## src/rtl/ttt_pkg.sv

```systemverilog
// ttt_pkg: shared constants, state types and character helpers for the
// tic-tac-toe UART renderer.
//   - ASCII constants for cells and line endings
//   - Row masks for the 9-bit board vector (bit 8 = top-right, bit 0 = bottom-left)
//   - FSM state enums for the byte serializer and the frame sequencer
//   - render_char(): byte for frame position idx (0..14)
// Optional feature macro: TTT_RENDER_CURSOR_EN
//   When defined, render_char() also takes the cursor vector and draws the
//   cursor cell as '_' (empty) or 'x' (occupied).
package ttt_pkg;

  localparam logic [7:0] CH_X     = 8'h58;
  localparam logic [7:0] CH_DOT   = 8'h2E;
  localparam logic [7:0] CH_UNDER = 8'h5F;
  localparam logic [7:0] CH_XLOW  = 8'h78;
  localparam logic [7:0] CH_CR    = 8'h0D;
  localparam logic [7:0] CH_LF    = 8'h0A;

  localparam logic [8:0] ROW0_MASK = 9'b111_000_000;
  localparam logic [8:0] ROW1_MASK = 9'b000_111_000;
  localparam logic [8:0] ROW2_MASK = 9'b000_000_111;

  localparam int unsigned FRAME_LEN = 15;
  localparam logic [3:0]  LAST_CHAR = 4'(FRAME_LEN - 1);

  typedef enum logic [1:0] {
    ST_IDLE  = 2'd0,
    ST_START = 2'd1,
    ST_DATA  = 2'd2,
    ST_STOP  = 2'd3
  } tx_state_t;

  typedef enum logic {
    TOP_IDLE  = 1'b0,
    TOP_FRAME = 1'b1
  } top_state_t;

  // Column of frame position idx; 3 marks a CR/LF position.
  function automatic logic [1:0] char_col(input logic [3:0] idx);
    logic [1:0] col;
    case (idx)
      4'd0, 4'd5, 4'd10: col = 2'd0;
      4'd1, 4'd6, 4'd11: col = 2'd1;
      4'd2, 4'd7, 4'd12: col = 2'd2;
      default:           col = 2'd3;
    endcase
    return col;
  endfunction

  // The three bits of the row that frame position idx belongs to, column 0 in bit 0.
  function automatic logic [2:0] row_bits(input logic [3:0] idx, input logic [8:0] vec);
    logic [8:0] masked;
    if (idx < 4'd5) begin
      masked = vec & ROW0_MASK;
    end else if (idx < 4'd10) begin
      masked = vec & ROW1_MASK;
    end else begin
      masked = vec & ROW2_MASK;
    end
    return masked[8:6] | masked[5:3] | masked[2:0];
  endfunction

  // Bit of vec for the cell at frame position idx (0 for CR/LF positions).
  function automatic logic cell_bit(input logic [3:0] idx, input logic [8:0] vec);
    logic [2:0] rb;
    logic       b;
    rb = row_bits(idx, vec);
    case (char_col(idx))
      2'd0:    b = rb[0];
      2'd1:    b = rb[1];
      2'd2:    b = rb[2];
      default: b = 1'b0;
    endcase
    return b;
  endfunction

  function automatic logic [7:0] eol_char(input logic [3:0] idx);
    logic [7:0] ch;
    case (idx)
      4'd3, 4'd8, 4'd13: ch = CH_CR;
      default:           ch = CH_LF;
    endcase
    return ch;
  endfunction

  function automatic logic [7:0] render_char(
    input logic [3:0] idx,
    input logic [8:0] occ_vec
`ifdef TTT_RENDER_CURSOR_EN
    , input logic [8:0] cur_vec
`endif
  );
    logic [7:0] ch;
    logic       occ;
    occ = cell_bit(idx, occ_vec);
    if (char_col(idx) == 2'd3) begin
      ch = eol_char(idx);
`ifdef TTT_RENDER_CURSOR_EN
    end else if (cell_bit(idx, cur_vec)) begin
      ch = occ ? CH_XLOW : CH_UNDER;
`endif
    end else if (occ) begin
      ch = CH_X;
    end else begin
      ch = CH_DOT;
    end
    return ch;
  endfunction

endpackage

```

## src/rtl/ttt_uart_tx.sv

```systemverilog
// ttt_uart_tx: 8N1 byte serializer with valid/ready handshake.
//   clk, reset   : clock, asynchronous active-high reset
//   valid, data  : byte offered; taken on a cycle where ready is high
//   ready        : high in idle and on the last cycle of a stop bit, so a
//                  byte offered then starts its start bit with no gap
//   tx           : registered serial line, idle high
module ttt_uart_tx
  import ttt_pkg::*;
#(
  parameter int unsigned CLKS_PER_BIT = 868
) (
  input  logic       clk,
  input  logic       reset,
  input  logic       valid,
  input  logic [7:0] data,
  output logic       ready,
  output logic       tx
);

  localparam int unsigned       BAUD_W    = (CLKS_PER_BIT > 1) ? $clog2(CLKS_PER_BIT) : 1;
  localparam logic [BAUD_W-1:0] BAUD_LAST = BAUD_W'(CLKS_PER_BIT - 1);

  tx_state_t         state_r, state_nxt_s;
  logic [BAUD_W-1:0] baud_r, baud_nxt_s;
  logic [2:0]        bit_r, bit_nxt_s;
  logic [7:0]        shift_r, shift_nxt_s;
  logic              tx_r, tx_nxt_s;
  logic              baud_done_s;

  assign baud_done_s = (baud_r == BAUD_LAST);
  assign tx          = tx_r;

  // State register.
  always_ff @(posedge clk or posedge reset) begin
    if (reset) begin
      state_r <= ST_IDLE;
    end else begin
      state_r <= state_nxt_s;
    end
  end

  // Next-state logic: each phase lasts one baud period; stop chains into start when a byte waits.
  always_comb begin
    state_nxt_s = state_r;
    case (state_r)
      ST_IDLE: begin
        if (valid) state_nxt_s = ST_START;
        else       state_nxt_s = ST_IDLE;
      end
      ST_START: begin
        if (baud_done_s) state_nxt_s = ST_DATA;
        else             state_nxt_s = ST_START;
      end
      ST_DATA: begin
        if (baud_done_s && (bit_r == 3'd7)) state_nxt_s = ST_STOP;
        else                                state_nxt_s = ST_DATA;
      end
      ST_STOP: begin
        if (baud_done_s) state_nxt_s = valid ? ST_START : ST_IDLE;
        else             state_nxt_s = ST_STOP;
      end
      default: state_nxt_s = ST_IDLE;
    endcase
  end

  // Output/datapath logic: line level, baud counter, bit index, shift register, handshake.
  always_comb begin
    tx_nxt_s    = tx_r;
    baud_nxt_s  = baud_r;
    bit_nxt_s   = bit_r;
    shift_nxt_s = shift_r;
    ready       = 1'b0;
    case (state_r)
      ST_IDLE: begin
        ready      = 1'b1;
        baud_nxt_s = '0;
        bit_nxt_s  = 3'd0;
        if (valid) begin
          shift_nxt_s = data;
          tx_nxt_s    = 1'b0;
        end else begin
          tx_nxt_s    = 1'b1;
        end
      end
      ST_START: begin
        if (baud_done_s) begin
          baud_nxt_s = '0;
          bit_nxt_s  = 3'd0;
          tx_nxt_s   = shift_r[0];
        end else begin
          baud_nxt_s = baud_r + BAUD_W'(1'b1);
        end
      end
      ST_DATA: begin
        if (baud_done_s) begin
          baud_nxt_s = '0;
          if (bit_r == 3'd7) begin
            tx_nxt_s = 1'b1;
          end else begin
            // Shift so the next bit to send always sits at shift_r[0].
            bit_nxt_s   = bit_r + 3'd1;
            shift_nxt_s = {1'b0, shift_r[7:1]};
            tx_nxt_s    = shift_r[1];
          end
        end else begin
          baud_nxt_s = baud_r + BAUD_W'(1'b1);
        end
      end
      ST_STOP: begin
        if (baud_done_s) begin
          ready      = 1'b1;
          baud_nxt_s = '0;
          bit_nxt_s  = 3'd0;
          if (valid) begin
            shift_nxt_s = data;
            tx_nxt_s    = 1'b0;
          end else begin
            tx_nxt_s    = 1'b1;
          end
        end else begin
          baud_nxt_s = baud_r + BAUD_W'(1'b1);
        end
      end
      default: begin
        tx_nxt_s   = 1'b1;
        baud_nxt_s = '0;
        bit_nxt_s  = 3'd0;
      end
    endcase
  end

  // Datapath registers; line idles high out of reset.
  always_ff @(posedge clk or posedge reset) begin
    if (reset) begin
      tx_r    <= 1'b1;
      baud_r  <= '0;
      bit_r   <= 3'd0;
      shift_r <= 8'h00;
    end else begin
      tx_r    <= tx_nxt_s;
      baud_r  <= baud_nxt_s;
      bit_r   <= bit_nxt_s;
      shift_r <= shift_nxt_s;
    end
  end

endmodule

```

## src/rtl/ttt_uart_render.sv

```systemverilog
// ttt_uart_render: renders the tic-tac-toe grid as a 15-byte ASCII picture
// (3 rows of 3 cells + CR LF) over an 8N1 UART line.
//   clk, reset   : clock, asynchronous active-high reset
//   board        : occupied cells (bit (2-r)*3+c for row r, column c)
//   cursor_pos   : one-hot cursor cell, used only with TTT_RENDER_CURSOR_EN
//   draw_trigger : render request, sampled every cycle
//   tx           : UART line, idle high
//   busy         : high while a frame is being sent
// Optional feature macro: TTT_RENDER_CURSOR_EN (cursor cell drawn as '_'/'x').
// Triggers seen during a frame collapse into one re-render that starts right
// after the final stop bit with a fresh snapshot of the inputs.
module ttt_uart_render
  import ttt_pkg::*;
#(
  parameter int unsigned CLKS_PER_BIT = 868
) (
  input  logic       clk,
  input  logic       reset,
  input  logic [8:0] board,
  input  logic [8:0] cursor_pos,
  input  logic       draw_trigger,
  output logic       tx,
  output logic       busy
);

  top_state_t state_r, state_nxt_s;
  logic [8:0] board_r, cursor_r;
  logic [3:0] char_r, char_nxt_s;
  logic       pending_r, pending_nxt_s;
  logic       busy_r;
  logic       tx_ready_s, tx_valid_s, load_s, pend_eff_s, last_char_s;
  logic [8:0] board_sel_s;
  logic [7:0] char_byte_s;

  // A trigger in the very cycle the last stop bit ends still counts as pending.
  assign pend_eff_s  = pending_r | draw_trigger;
  assign last_char_s = (char_r == LAST_CHAR);
  assign busy        = busy_r;

  // State register.
  always_ff @(posedge clk or posedge reset) begin
    if (reset) begin
      state_r <= TOP_IDLE;
    end else begin
      state_r <= state_nxt_s;
    end
  end

  // Next-state logic: leave the frame only when the last byte ends with nothing pending.
  always_comb begin
    state_nxt_s = state_r;
    case (state_r)
      TOP_IDLE: begin
        if (draw_trigger) state_nxt_s = TOP_FRAME;
        else              state_nxt_s = TOP_IDLE;
      end
      TOP_FRAME: begin
        if (tx_ready_s && last_char_s && !pend_eff_s) state_nxt_s = TOP_IDLE;
        else                                          state_nxt_s = TOP_FRAME;
      end
      default: state_nxt_s = TOP_IDLE;
    endcase
  end

  // Output logic: byte handoff, snapshot load, char index and pending flag.
  always_comb begin
    load_s        = 1'b0;
    tx_valid_s    = 1'b0;
    char_nxt_s    = char_r;
    pending_nxt_s = pending_r;
    case (state_r)
      TOP_IDLE: begin
        if (draw_trigger) begin
          load_s     = 1'b1;
          tx_valid_s = 1'b1;
          char_nxt_s = 4'd0;
        end else begin
          char_nxt_s = char_r;
        end
      end
      TOP_FRAME: begin
        if (tx_ready_s && !last_char_s) begin
          tx_valid_s    = 1'b1;
          char_nxt_s    = char_r + 4'd1;
          pending_nxt_s = pend_eff_s;
        end else if (tx_ready_s && pend_eff_s) begin
          load_s        = 1'b1;
          tx_valid_s    = 1'b1;
          char_nxt_s    = 4'd0;
          pending_nxt_s = 1'b0;
        end else if (tx_ready_s) begin
          pending_nxt_s = 1'b0;
        end else begin
          pending_nxt_s = pend_eff_s;
        end
      end
      default: begin
        char_nxt_s    = 4'd0;
        pending_nxt_s = 1'b0;
      end
    endcase
  end

  // The byte handed over on a load cycle must come from the live inputs,
  // since the snapshot registers only update on that same edge.
  assign board_sel_s = load_s ? board : board_r;

`ifdef TTT_RENDER_CURSOR_EN
  logic [8:0] cursor_sel_s;
  assign cursor_sel_s = load_s ? cursor_pos : cursor_r;
  assign char_byte_s  = render_char(char_nxt_s, board_sel_s, cursor_sel_s);
`else
  logic unused_cursor_s;
  assign unused_cursor_s = ^cursor_r;
  assign char_byte_s     = render_char(char_nxt_s, board_sel_s);
`endif

  // Frame registers: snapshot, char index, pending flag, busy.
  always_ff @(posedge clk or posedge reset) begin
    if (reset) begin
      board_r   <= 9'h000;
      cursor_r  <= 9'h000;
      char_r    <= 4'd0;
      pending_r <= 1'b0;
      busy_r    <= 1'b0;
    end else begin
      board_r   <= load_s ? board : board_r;
      cursor_r  <= load_s ? cursor_pos : cursor_r;
      char_r    <= char_nxt_s;
      pending_r <= pending_nxt_s;
      busy_r    <= (state_nxt_s == TOP_FRAME);
    end
  end

  ttt_uart_tx #(
    .CLKS_PER_BIT(CLKS_PER_BIT)
  ) u_tx (
    .clk   (clk),
    .reset (reset),
    .valid (tx_valid_s),
    .data  (char_byte_s),
    .ready (tx_ready_s),
    .tx    (tx)
  );

endmodule

```

## config.mk

```make
export PLATFORM = sky130hd
export DESIGN_NAME = ttt_uart_render
export DESIGN_NICKNAME = d
export VERILOG_FILES = /design/src/rtl/ttt_pkg.sv /design/src/rtl/ttt_uart_tx.sv /design/src/rtl/ttt_uart_render.sv
export SDC_FILE = /design/constraint.sdc
export NUM_CORES = 1
export LEC_CHECK = 0
export ABC_AREA = 1
export BUFFER_PORTS_ARGS = -buffer_cell sky130_fd_sc_hd__buf_2
export CORE_AREA = 4 4 97 99
export DETAILED_ROUTE_END_ITERATION = 8
export DIE_AREA = 0 0 101 103
export MAX_ROUTING_LAYER = met4
export PLACE_DENSITY = 0.52
export SYNTH_ARGS = -nofsm -noshare
export SYNTH_HDL_FRONTEND = slang
export SYNTH_SLANG_ARGS = --single-unit
export TNS_END_PERCENT = 50
```

## constraint.sdc

```tcl
create_clock -name clk -period 3.5 [get_ports clk]
set_clock_uncertainty 0.05 [all_clocks]
set_input_delay 0.7 -clock clk [delete_from_list [all_inputs] [get_ports clk]]
set_output_delay 0.7 -clock clk [all_outputs]
set_load 0.01 [all_outputs]
```

### Yosys cells after proc, flatten, opt, wreduce, memory -nomap -nowiden

Memory sizes are Yosys's and may differ from the RTL's.
Cells that the tools add are included.

* memory bits (read-only): 64
* flip-flop bits (word level): 39
* memories: 2
* word-level logic and storage cells: 99

* equal/unequal tests: 17
* magnitude comparators: 2
* muxes and demuxes: 46
* reduce and logical (&&, ||, !) cells: 16
* bitwise operators: 4
* add/sub/neg operators: 3

Memories
* (name not given): depth 16, width 2, read ports 1, clocked after Yosys merged registers in 0, write ports 0, RTL line ttt_pkg.sv:41 `case (idx)`
* (name not given): depth 16, width 2, read ports 1, clocked after Yosys merged registers in 0, write ports 0, RTL line ttt_pkg.sv:41

Operators with widths (count)
* $mux W8: 5
* $pmux W8 S3: 1
* $pmux W10 S2: 1
* $mux W9: 2
* $mux W1: 16
* $eq A4 B4 Y1 const B: 3
* $mux W3: 4
* $mux W4: 3
* $add A10 B1 Y10 const B: 1
* $eq A10 B10 Y1 const B: 1
* $mux W10: 1
* $pmux W3 S3: 1
* $eq A2 B2 Y1 const B: 4
* $ne A2 B1 Y1 const B: 4
* $pmux W1 S2: 4
* $pmux W2 S4: 1
* $pmux W4 S2: 1
* $mux W7: 1
* $mux W6: 1
* $or A3 B3 Y3: 2
* $reduce_and A3 Y1: 2
* $reduce_or A3 Y1: 2
* $logic_and A1 B1 Y1: 5
* $add A4 B1 Y4 const B: 1
* other kinds (17): 21

### Longest topological paths before layout

Gate-level depths: netlist of run 1.

* word-level depth: 18
* mapped depth: 26
* mapped depth without buffers: 26

### By module

Synthesis of run 1 repeated with hierarchy kept, for this count alone.

* cells, all modules: 344
* area total of the unflattened synthesis: 2662.6 µm²

Modules (own cells, without submodules)
* ttt_uart_tx: instances 1, cells an instance 175, area each 1381.3 µm²
* ttt_uart_render: instances 1, cells an instance 169, area each 1281.2 µm²

### Worst setup path after synthesis of run 1

Ideal clock, no wire load.

* kind: input -> register
* start point: input port draw_trigger
* end point: register u_tx.shift_r[4]
* slack: 0.812 ns
* arrival: 2.521 ns
* path buffers: 0
* required time: 3.333 ns
* setup time: 0.117 ns
* cell stages on the path: 23
* cells stage by stage: nor2_1 inv_1 o211ai_2 inv_1 nand2_1 nand3_1 nand2_1 inv_1 ha_1 nor2_1 inv_1 nand2_1 nand2_1 nand2_2 nand2_2 nand2_1 inv_2 nand2_2 nand3_2 nand2_2 nand2_1 nand2_1 nand2_1

* cells in the longest elaborated chain, start to end: 16

RTL lines
* start: declaration: RTL line ttt_uart_render.sv:21 `input logic draw_trigger,`
* $or A1 B1 Y1: RTL line ttt_uart_render.sv:36 `assign pend_eff_s = pending_r | draw_trigger;`
* $logic_and A1 B1 Y1: RTL line ttt_uart_render.sv:86 `end else if (tx_ready_s && pend_eff_s) begin`
* $mux W4: RTL line ttt_uart_render.sv:86
* $mux W4: RTL line ttt_uart_render.sv:82 `if (tx_ready_s && !last_char_s) begin`
* $pmux W4 S2 *: RTL line ttt_uart_render.sv:71 `case (state_r)`
* via char_nxt_s[0]: RTL line ttt_uart_render.sv:28 `logic [3:0] char_r, char_nxt_s;`
* $lt A4 B4 Y1: RTL line ttt_pkg.sv:55 `end else if (idx < 4'd10) begin`
* $mux W6: RTL line ttt_pkg.sv:55
* $mux W9: RTL line ttt_pkg.sv:53 `if (idx < 4'd5) begin`
* $or A3 B3 Y3 (2 in a row): RTL line ttt_pkg.sv:60 `return masked[8:6] | masked[5:3] | masked[2:0];`
* $pmux W1 S3: RTL line ttt_pkg.sv:68 `case (char_col(idx))`
* $mux W7: RTL line ttt_pkg.sv:102 `end else if (occ) begin`
* $mux W8 *: RTL line ttt_pkg.sv:96 `if (char_col(idx) == 2'd3) begin`
* $mux W8 *: RTL line ttt_uart_tx.sv:78, ttt_uart_tx.sv:114
* $mux W8: RTL line ttt_uart_tx.sv:110 `if (baud_done_s) begin`
* $pmux W8 S3 *: RTL line ttt_uart_tx.sv:73 `case (state_r)`
* end signal: assignment: RTL line ttt_uart_tx.sv:143 `shift_r <= shift_nxt_s;`
* end: declaration: RTL line ttt_uart_tx.sv:26 `logic [7:0] shift_r, shift_nxt_s;`

Mark *: on every way through the listed nets, which the timed path passes. The rest lies on a longest branch. The select of a mux whose other input is x is not followed.
A chain may end at the register's enable or synchronous reset.

### Final worst setup path of run 1

* start point: register char_r[0]
* end point: register u_tx.shift_r[4]

* cells in the longest elaborated chain, start to end: 16

RTL lines
* start: declaration: RTL line ttt_uart_render.sv:28
* start signal: assignment: RTL line ttt_uart_render.sv:129 `char_r <= char_nxt_s;`
* parallel branches: the longest is 4 deep, another holds $add A4 B1 Y4
* $pmux W4 S2 *: RTL line ttt_uart_render.sv:71
* via char_nxt_s[0]: RTL line ttt_uart_render.sv:28
* $lt A4 B4 Y1: RTL line ttt_pkg.sv:55
* $mux W6: RTL line ttt_pkg.sv:55
* $mux W9: RTL line ttt_pkg.sv:53
* $or A3 B3 Y3 (2 in a row): RTL line ttt_pkg.sv:60
* $pmux W1 S3: RTL line ttt_pkg.sv:68
* $mux W7: RTL line ttt_pkg.sv:102
* $mux W8 *: RTL line ttt_pkg.sv:96
* $mux W8 *: RTL line ttt_uart_tx.sv:78, ttt_uart_tx.sv:114
* $mux W8: RTL line ttt_uart_tx.sv:110
* $pmux W8 S3 *: RTL line ttt_uart_tx.sv:73

Mark *: on every way through the listed nets, which the timed path passes. The select of a mux whose other input is x is not followed.

==> results of run 1 <==
==> Yosys cell counts, drive strengths merged <==
library cell / count / area (sq um)
nand2: 99 / 442
inv: 40 / 153
dfrtp: 37 / 926
nand3: 37 / 278
nor2: 33 / 141
o21ai: 18 / 116
ha: 16 / 200
a21oi: 9 / 56.3
nor3: 6 / 30.0
xor2: 4 / 35.0
nand4: 3 / 18.8
clkbuf: 2 / 7.51
nor3b: 2 / 15.0
nor4: 2 / 12.5
o31ai: 2 / 15.0
buf: 1 / 5.00
dfstp: 1 / 26.3
nand3b: 1 / 7.51
o211ai: 1 / 12.5
xnor2: 1 / 8.76
==> state kept, by name, indices dropped and copies added, names as in the netlist <==
name          flops
u_tx.baud_r      10
board_r           9
u_tx.shift_r      7
char_r            4
u_tx.bit_r        3
u_tx.state_r      2
busy              1
pending_r         1
u_tx.tx           1
==> cell families after synthesis <==
group,after synthesis,share of synthesized area
and+or+nand+nor,183,0.377
AOI/OAI and AO/OA,30,0.0799
adders and majority gates,16,0.0799
xor gates and xnor gates,5,0.0175
buffers and inverters,43,0.0659
DFF,38,0.380
==> routing by layer <==
| layer | share of wire | up-vias |
|---|---|---|
| met3 | 0.021 | 4 |
| met2 | 0.47 | 17 |
| met1 | 0.50 | 897 |
| met4 | 0.010 | 0 |
| met5 | 0 | - |
| li1 | - | 1049 |
==> power by group through the flow <==
stage	combinational, mW	sequential, mW	clock (mW)
floorplan	0.0887	0.470	0
global placement	0.114	0.472	0
detailed placement	0.114	0.472	0
CTS	0.114	0.463	0.478
global route	0.132	0.464	0.494
finish	0.111	0.463	0.462
==> area by class of cell <==
cell class / instances / area (sq um) / area share
multi-input cells: 234 / 1390 / 0.487
repair buffers: 15 / 80.1 / 0.0281
flip-flops and latches: 38 / 952 / 0.334
clock inverters: 2 / 60.1 / 0.0211
clock buffers: 6 / 82.6 / 0.0290
inverters: 40 / 153 / 0.0535
well taps: 108 / 135 / 0.0474
==> critical path, cell delays in order, from the launching register on <==
cell,delay [ns]
dfrtp_1,0.41
inv_1,0.11
ha_1,0.20
nand3_4,0.13
o211ai_2,0.30
inv_1,0.08
nand2_1,0.06
nand3_1,0.06
nand2_1,0.17
inv_1,0.11
ha_1,0.24
nor2_1,0.10
inv_1,0.04
nand2_1,0.05
nand2_1,0.07
nand2_2,0.08
nand2_2,0.07
nand2_1,0.07
inv_2,0.03
nand2_2,0.07
nand3_2,0.07
nand2_2,0.08
nand2_1,0.05
nand2_1,0.05
nand2_1,0.04
==> per-stage QoR <==
stage / total power [mW] / setup slack [ns] / utilization / instances
final: 1.04 / 0.587 / 0.333 / 443
after global routing: 1.09 / 0.213 / 0.333 / 443
after CTS: 1.06 / 0.556 / 0.333 / 443
after detailed placement: 0.585 / 0.334 / 0.317 / 435
after global placement: 0.586 / 0.352 / 0.317 / 435
after floorplan: 0.559 / 0.812 / - / 315
==> worst max path at each step <==
stage | cells after the start | from | slack [ns] | endpoint
after floorplan | 23 | draw_trigger | 0.81 | u_tx.shift_r[4]$_DFFE_PP0P_
after global placement | 24 | draw_trigger | 0.35 | u_tx.shift_r[4]$_DFFE_PP0P_
after detailed placement | 24 | draw_trigger | 0.33 | u_tx.shift_r[4]$_DFFE_PP0P_
after CTS | 24 | char_r[0]$_DFF_PP0_ | 0.56 | u_tx.shift_r[4]$_DFFE_PP0P_
after global routing | 25 | u_tx.state_r[0]$_DFF_PP0_ | 0.21 | u_tx.shift_r[4]$_DFFE_PP0P_
final | 24 | char_r[0]$_DFF_PP0_ | 0.59 | u_tx.shift_r[4]$_DFFE_PP0P_
==> qor.yml, run 1 <==
outcome: "finished, final reports clean"
intPower_mw: 0.799
slew_headroom: 0.671
switchingPower_mw: 0.238
reg2reg_from: "char_r[0]$_DFF_PP0_"
worstHoldEndpoint: "board_r[3]$_DFF_PP0_"
ir_drop_mv: 0.212
switching_share: 0.229
netlist_area_sq_um: 2510
setup_viol: 0
diodes: 0
dpl.hpwl_mm: 3.66
cts_resized: 0
tightest_slew_ns: 0.493
routedWlPerCell_microns: 10.8
reg2reg_to: "u_tx.shift_r[4]$_DFFE_PP0P_"
busiest_layer: "met2"
ys_warn_count: 0
vias_per_cell: 4.44
die_x_microns: 101
areaGrowthSynthToFinish_pct: 13.8
ctsLongestPathBuffers: 2
drive_gt1_frac: 0.218
finalHoldViolCount: 0
cp.required_ns: 3.63
insertion_delay_ns: 0.29
slew_violations: 0
met1_usage: 0.126
tritoncts: "done"
drt_iter0_drc: 60
nets: 371
max_cap_violations: 0
htreeDepth: 2
port_buffers: 13
cp-end-kind: "flop"
antenna_found_initial: 0
grt_pass1_vias: 1986
drt_first_pass_iters: 4
cts_root_buf: "clkbuf_8"
path_class: "flop to flop"
grt_pass1_wl_mm: 8.67
p_clk_frac: 0.446
core_area_sq_um: 8550
reg2reg_slack_ns: 0.59
worstHoldPathType: "flop to flop"
holdPathStages: 2
grt_max_degree: 39
leakage_nw: 1.45
dpl-instance-area_sq_um: 2710
synth_seq_area_share: 0.380
crit_fanout: 5
path_clk_slew_ns: 0.08
n_fill_cell: 924
num_io_pins: 23
fin_setup_tns_ns: 0
ant_nets: 0
fin_area_sq_um: 2850
clock.fmax_ghz: 0.343
crit_path_start_kind: "flop"
final_cell_mix: "81 x nand2_1, 37 x dfrtp_1, 32 x inv_1"
cts_sinks: 38
die_area_sq_um: 10400
fp-row-count: 34
die_h_microns: 103
synth_cell_types: 32
synthCells: 315
grt_overflow: 0
min_period_ns: 2.91
initial_core_util: 0.293
hold_slack_ns: 0.429
yosys_register_bits: 38
rsz0062_at_grt: "false"
combPwrFrac: 0.107
syn_nets: 352
worstPathArrival_ns: 3.04
holdCritStartpoint: "board_r[3]$_DFF_PP0_"
pwr-share-seq: 0.447
gr-usage-all-layers: 0.104
cts_inserted_buffers: 5
grt_util_met2: 0.177
ctsHoldBuffers: 0
routabilityCongestion: 0.820
final_common_cell: "nand2_1"
pwr_density_cell_nw_per_um2: 364
post-cts-setup-buffers: 0
drc: 0
vias: 1967
wirelength_mm: 4.77
syn_area_per_cell_sq_um: 7.96
rr_worst_depth: 24
gr-usage-met3: 0.0223
fin_crit_sh: 0.832
Power figures use the tool's default switching activity.
==> run 2: changes to the inputs <==
- clock period: 3.5 -> 2.7 ns (I/O delays scaled with it)
==> qor.yml, run 2 (synthesis gave the netlist of run 1 again) <==
outcome: "finished, final reports clean"
wirelength_mm: 5.36  # +13%
initial_core_util: 0.293  # unchanged
die_h_microns: 103  # unchanged
worstPathArrival_ns: 2.69  # -0.35 ns
die_x_microns: 101  # unchanged
largest_reg_flops: 10  # unchanged
diodes: 0  # unchanged
cts_inserted_buffers: 5  # unchanged
final_common_cell: "nand2_1"
num_io_pins: 23  # unchanged
routabilityCongestion: 0.790  # -3.7%
reg2reg_from: "u_tx.state_r[0]$_DFF_PP0_"
final_cell_mix: "75 x nand2_1, 37 x dfrtp_1, 31 x buf_4"
p_total_mw: 1.25  # +21%
areaGrowthSynthToFinish_pct: 25.7
grt_max_degree: 39  # unchanged
fp-row-count: 34  # unchanged
cp.required_ns: 2.83  # -0.80 ns
ctsLongestPathBuffers: 2  # unchanged
rsz0062_at_grt: "true"
crit_path_start_kind: "flop"
grt_pass1_wl_mm: 9.51  # +9.7%
leakage_nw: 1.58  # +8.9%
reg2reg_to: "u_tx.shift_r[4]$_DFFE_PP0P_"
min_period_ns: 2.56  # -0.351 ns
dp_slack_ns: -0.00531  # -0.339 ns
gr-usage-all-layers: 0.116  # +0.0116
cts_root_buf: "clkbuf_8"
reg2reg_slack_ns: 0.14  # -0.45 ns
vias: 2141  # +8.8%
die_area_sq_um: 10400  # unchanged
max_cap_violations: 0  # unchanged
vias_per_cell: 4.53  # +1.9%
grt_pass1_vias: 2162  # +8.9%
routedWlPerCell_microns: 11.3  # +5.4%
drc: 0  # unchanged
biggestRegsByFlops: "u_tx.baud_r (10), board_r (9), u_tx.shift_r (7)"
drive_gt1_frac: 0.342  # +0.125
antenna_found_initial: 0  # unchanged
largest_register: "u_tx.baud_r"
path_clk_slew_ns: 0.08  # about the same
slew_violations: 0  # unchanged
clock.fmax_ghz: 0.390  # +14%
path_class: "flop to flop"
dpl.hpwl_mm: 4.04  # +10%
rr_worst_depth: 22  # -8.3%
cp-end-kind: "flop"
layout_setup_ws_ns: 0.138  # -0.449 ns
port_buffers: 13  # unchanged
finalHoldViolCount: 0  # unchanged
worstHoldPathType: "input port to async pin"
core_area_sq_um: 8550  # unchanged
tightest_slew_ns: 0.502  # +0.00824 ns
grt_overflow: 0  # unchanged
drt_iter0_drc: 60  # unchanged
ir_drop_mv: 0.168  # -21%
nets: 401  # +8.1%
htreeDepth: 2  # unchanged
drt_first_pass_iters: 4  # unchanged
crit_fanout: 4  # -1
pwr_density_cell_nw_per_um2: 398  # +9.5%
setup_viol: 0  # unchanged
slew_headroom: 0.666  # -0.00550
ant_nets: 0  # unchanged
tritoncts: "done"
fin_crit_sh: 0.949  # +0.117
insertion_delay_ns: 0.29  # about the same
cts_sinks: 38  # unchanged
## run 2: critical path, stage by stage, from the launching register on
cell	delay, ns
dfrtp_1	0.41
inv_2	0.13
ha_4	0.22
nor2_4	0.17
nand3_4	0.11
inv_2	0.08
nand2_2	0.05
nand3_2	0.08
nand2_4	0.08
buf_6	0.13
ha_1	0.16
inv_1	0.06
nand2_2	0.05
nand2_1	0.08
nand2_2	0.08
nand2_4	0.08
nor2_2	0.04
nand2_2	0.07
nand3_2	0.08
nand2_2	0.08
nand2_1	0.05
nand2_1	0.05
nand2_1	0.04
## run 2: repair_timing
item / 4_1_cts / 5_1_grt
gates resized for setup: 1 / 30
buffers inserted: 1 / 5
pin swaps: 1 / 17
hold buffers: 0 / 0
setup endpoints to repair: 3 / 6
## run 2: worst max path at each step
stage	startpoint	endpoint	slack, ns	cells after the start
2_1_floorplan	char_r[0]$_DFF_PP0_	u_tx.shift_r[4]$_DFFE_PP0P_	0.12	24
3_3_place_gp	draw_trigger	u_tx.shift_r[4]$_DFFE_PP0P_	0.01	24
3_5_place_dp	u_tx.state_r[0]$_DFF_PP0_	u_tx.shift_r[4]$_DFFE_PP0P_	-0.005	25
4_1_cts	u_tx.state_r[0]$_DFF_PP0_	u_tx.shift_r[4]$_DFFE_PP0P_	0.01	23
5_1_grt	u_tx.state_r[1]$_DFF_PP0_	u_tx.shift_r[4]$_DFFE_PP0P_	-0.10	23
6_report	u_tx.state_r[0]$_DFF_PP0_	u_tx.shift_r[4]$_DFFE_PP0P_	0.14	22
## run 2: area by class of cell
| class | instances | area (sq um) |
|---|---|---|
| inverters | 40 | 158 |
| flip-flops and latches | 38 | 952 |
| multi-input cells | 234 | 1490 |
| well taps | 108 | 135 |
| clock inverters | 2 | 37.5 |
| repair buffers | 45 | 309 |
| clock buffers | 6 | 72.6 |
| fillers | 908 | 5400 |
## run 2: per-stage QoR
step | utilization | hold slack, ns | std cells | setup TNS [ns] | instance area, sq um
3_3_place_gp | 0.338 | 0.411 | 459 | 0 | 2890
5_1_grt | 0.368 | 0.359 | 473 | -0.390 | 3150
2_1_floorplan | - | 0.388 | 315 | 0 | 2510
3_5_place_dp | 0.338 | 0.410 | 459 | -0.00531 | 2890
6_report | 0.368 | 0.307 | 473 | 0 | 3150
4_1_cts | 0.352 | 0.330 | 468 | 0 | 3010
## run 2: where the power goes
group / leakage [nW] / switching, mW / internal [mW]
Clock: 0.0514 / 0.212 / 0.276
Sequential: 0.475 / 0.00901 / 0.590
Combinational: 1.05 / 0.105 / 0.0622
## run 2: routing by layer
layer,part of all wire,track usage
met1,0.46,0.138
met2,0.50,0.196
met3,0.023,0.0223
met4,0.014,0.0389
met5,0,-
==> run 3: changes to the inputs <==
- CORE_AREA: 4 4 97 99 -> 4 4 80 82
- DIE_AREA: 0 0 101 103 -> 0 0 84 86
- PLACE_DENSITY: 0.52 -> 0.69
==> qor.yml, run 3 (synthesis gave the netlist of run 1 again) <==
dpl.hpwl_mm: 3.72  # -7.7%
path_class: "flop to flop"
cp-end-kind: "flop"
initial_core_util: 0.436  # +0.143
reg2reg_to: "u_tx.shift_r[4]$_DFFE_PP0P_"
rr_worst_depth: 23  # +4.5%
num_io_pins: 23  # unchanged
pwr_density_cell_nw_per_um2: 385  # -3.4%
port_buffers: 13  # unchanged
cts_inserted_buffers: 5  # unchanged
cp.required_ns: 2.83  # about the same
clock.fmax_ghz: 0.383  # -1.8%
grt_pass1_wl_mm: 8.83  # -7.1%
drive_gt1_frac: 0.328  # -0.0147
ctsLongestPathBuffers: 2  # unchanged
routedWlPerCell_microns: 12.2  # +7.7%
reg2reg_slack_ns: 0.09  # -0.05 ns
startpoint: "u_tx.state_r[1]$_DFF_PP0_"
nets: 396  # -1.2%
vias: 2134  # -0.33%
multiInputGateArea_sq_um: 1490  # +0.59%
n_fill_cell: 548  # -40%
final_cell_mix: "75 x nand2_1, 37 x dfrtp_1, 27 x buf_4"
largest_register: "u_tx.baud_r"
biggestRegsByFlops: "u_tx.baud_r (10), board_r (9), u_tx.shift_r (7)"
core_area_sq_um: 5750  # -33%
path_clk_slew_ns: 0.08  # about the same
fin_setup_tns_ns: 0  # unchanged
drt_first_pass_iters: 4  # unchanged
fp-row-count: 28  # -18%
cts_root_buf: "clkbuf_8"
vias_per_cell: 4.91  # +8.4%
leakage_nw: 1.55  # -1.6%
ant_nets: 0  # unchanged
tritoncts: "done"
final_common_cell: "nand2_1"
grt_pass1_vias: 2024  # -6.4%
grt_overflow: 0  # unchanged
slew_violations: 0  # unchanged
fin_area_sq_um: 3060  # -2.9%
rsz0062_at_grt: "true"
worstPathArrival_ns: 2.74  # +0.05 ns
largest_reg_flops: 10  # unchanged
register_area_sq_um: 952  # unchanged
areaGrowthSynthToFinish_pct: 22.0
routabilityCongestion: 0.839  # +6.3%
outcome: "finished, final reports clean"
min_period_ns: 2.61  # +0.0465 ns
tightest_slew_ns: 0.499  # -0.00294 ns
die_x_microns: 84  # -17%
fin_crit_sh: 0.966  # +0.0172
diodes: 0  # unchanged
dpl-instance-area_sq_um: 2770  # -4.0%
cts_sinks: 38  # unchanged
worstHoldPathType: "input port to async pin"
wirelength_mm: 5.32  # -0.91%
drc: 0  # unchanged
setup_viol: 0  # unchanged
slew_headroom: 0.667  # +0.00196
finalHoldViolCount: 0  # unchanged
ir_drop_mv: 0.312  # +86%
htreeDepth: 2  # unchanged
die_area_sq_um: 7220  # -31%
drt_iter0_drc: 55  # -8.3%
gr-usage-all-layers: 0.154  # +0.0384
grt_max_degree: 39  # unchanged
reg2reg_from: "u_tx.state_r[1]$_DFF_PP0_"
antenna_found_initial: 0  # unchanged
crit_fanout: 4  # unchanged
max_cap_violations: 0  # unchanged
insertion_delay_ns: 0.29  # about the same
die_h_microns: 86  # -17%
crit_path_start_kind: "flop"
==> run 3: area by class of cell <==
cell class,count,area share
inverters,40,0.0524
well taps,75,0.0307
flip-flops and latches,38,0.311
clock buffers,8,0.0295
repair buffers,40,0.0876
multi-input cells,234,0.489
==> run 3: how the worst max path moves through the flow <==
stage                                   to  slack, ns  depth (start not counted)
2_1_floorplan  u_tx.shift_r[4]$_DFFE_PP0P_       0.12                         24
3_3_place_gp   u_tx.shift_r[4]$_DFFE_PP0P_      0.007                         24
3_5_place_dp   u_tx.shift_r[4]$_DFFE_PP0P_      -0.02                         23
4_1_cts        u_tx.shift_r[4]$_DFFE_PP0P_       0.01                         25
5_1_grt        u_tx.shift_r[4]$_DFFE_PP0P_      -0.12                         25
6_report       u_tx.shift_r[4]$_DFFE_PP0P_       0.09                         23
==> run 3: worst max-delay path: stages (launching register included) <==
cell	delay [ns]
dfrtp_1	0.42
inv_2	0.12
ha_4	0.23
nor2_4	0.18
nand3_4	0.12
nand2_2	0.10
nand3_2	0.09
nand2_2	0.11
inv_4	0.06
ha_4	0.15
nor2_2	0.09
inv_1	0.04
nand2_1	0.05
nand2_1	0.06
nand2_2	0.10
nand2_4	0.07
nand2_2	0.07
inv_2	0.03
nand2_2	0.06
nand3_2	0.06
nand2_2	0.08
nand2_1	0.05
nand2_1	0.05
nand2_1	0.04
==> run 3: power by group <==
part	leakage, nW	switching [mW]	total [mW]	internal, mW
registers	0.475	0.0102	0.601	0.591
clock network	0.0455	0.201	0.409	0.208
logic	1.03	0.105	0.167	0.0616
total	1.55	0.316	1.18	0.861
==> run 3: stage by stage <==
step | hold slack (ns) | setup WS (ns) | instances | utilization | power (mW)
2_1_floorplan | 0.388 | 0.120 | 315 | - | 0.724
3_5_place_dp | 0.407 | -0.0234 | 416 | 0.483 | 0.764
3_3_place_gp | 0.409 | 0.00711 | 416 | 0.483 | 0.760
5_1_grt | 0.362 | -0.120 | 435 | 0.532 | 1.24
4_1_cts | 0.320 | 0.0111 | 424 | 0.501 | 1.17
6_report | 0.294 | 0.0915 | 435 | 0.532 | 1.18
==> run 3: what timing repair did <==
action / CTS / global route
resized for setup: 4 / 28
setup buffers: 0 / 11
hold buffers: 0 / 0
pin swaps: 3 / 18
endpoints found under the hold margin: 0 / 0
endpoints found under the setup margin: 6 / 6
==> run 3: layer usage <==
layer / GRT usage / vias up / share of wire
met5: - / - / 0
met4: 0.0395 / 0 / 0.011
met3: 0.0317 / 7 / 0.019
met2: 0.276 / 13 / 0.52
met1: 0.177 / 1012 / 0.45
li1: - / 1102 / -
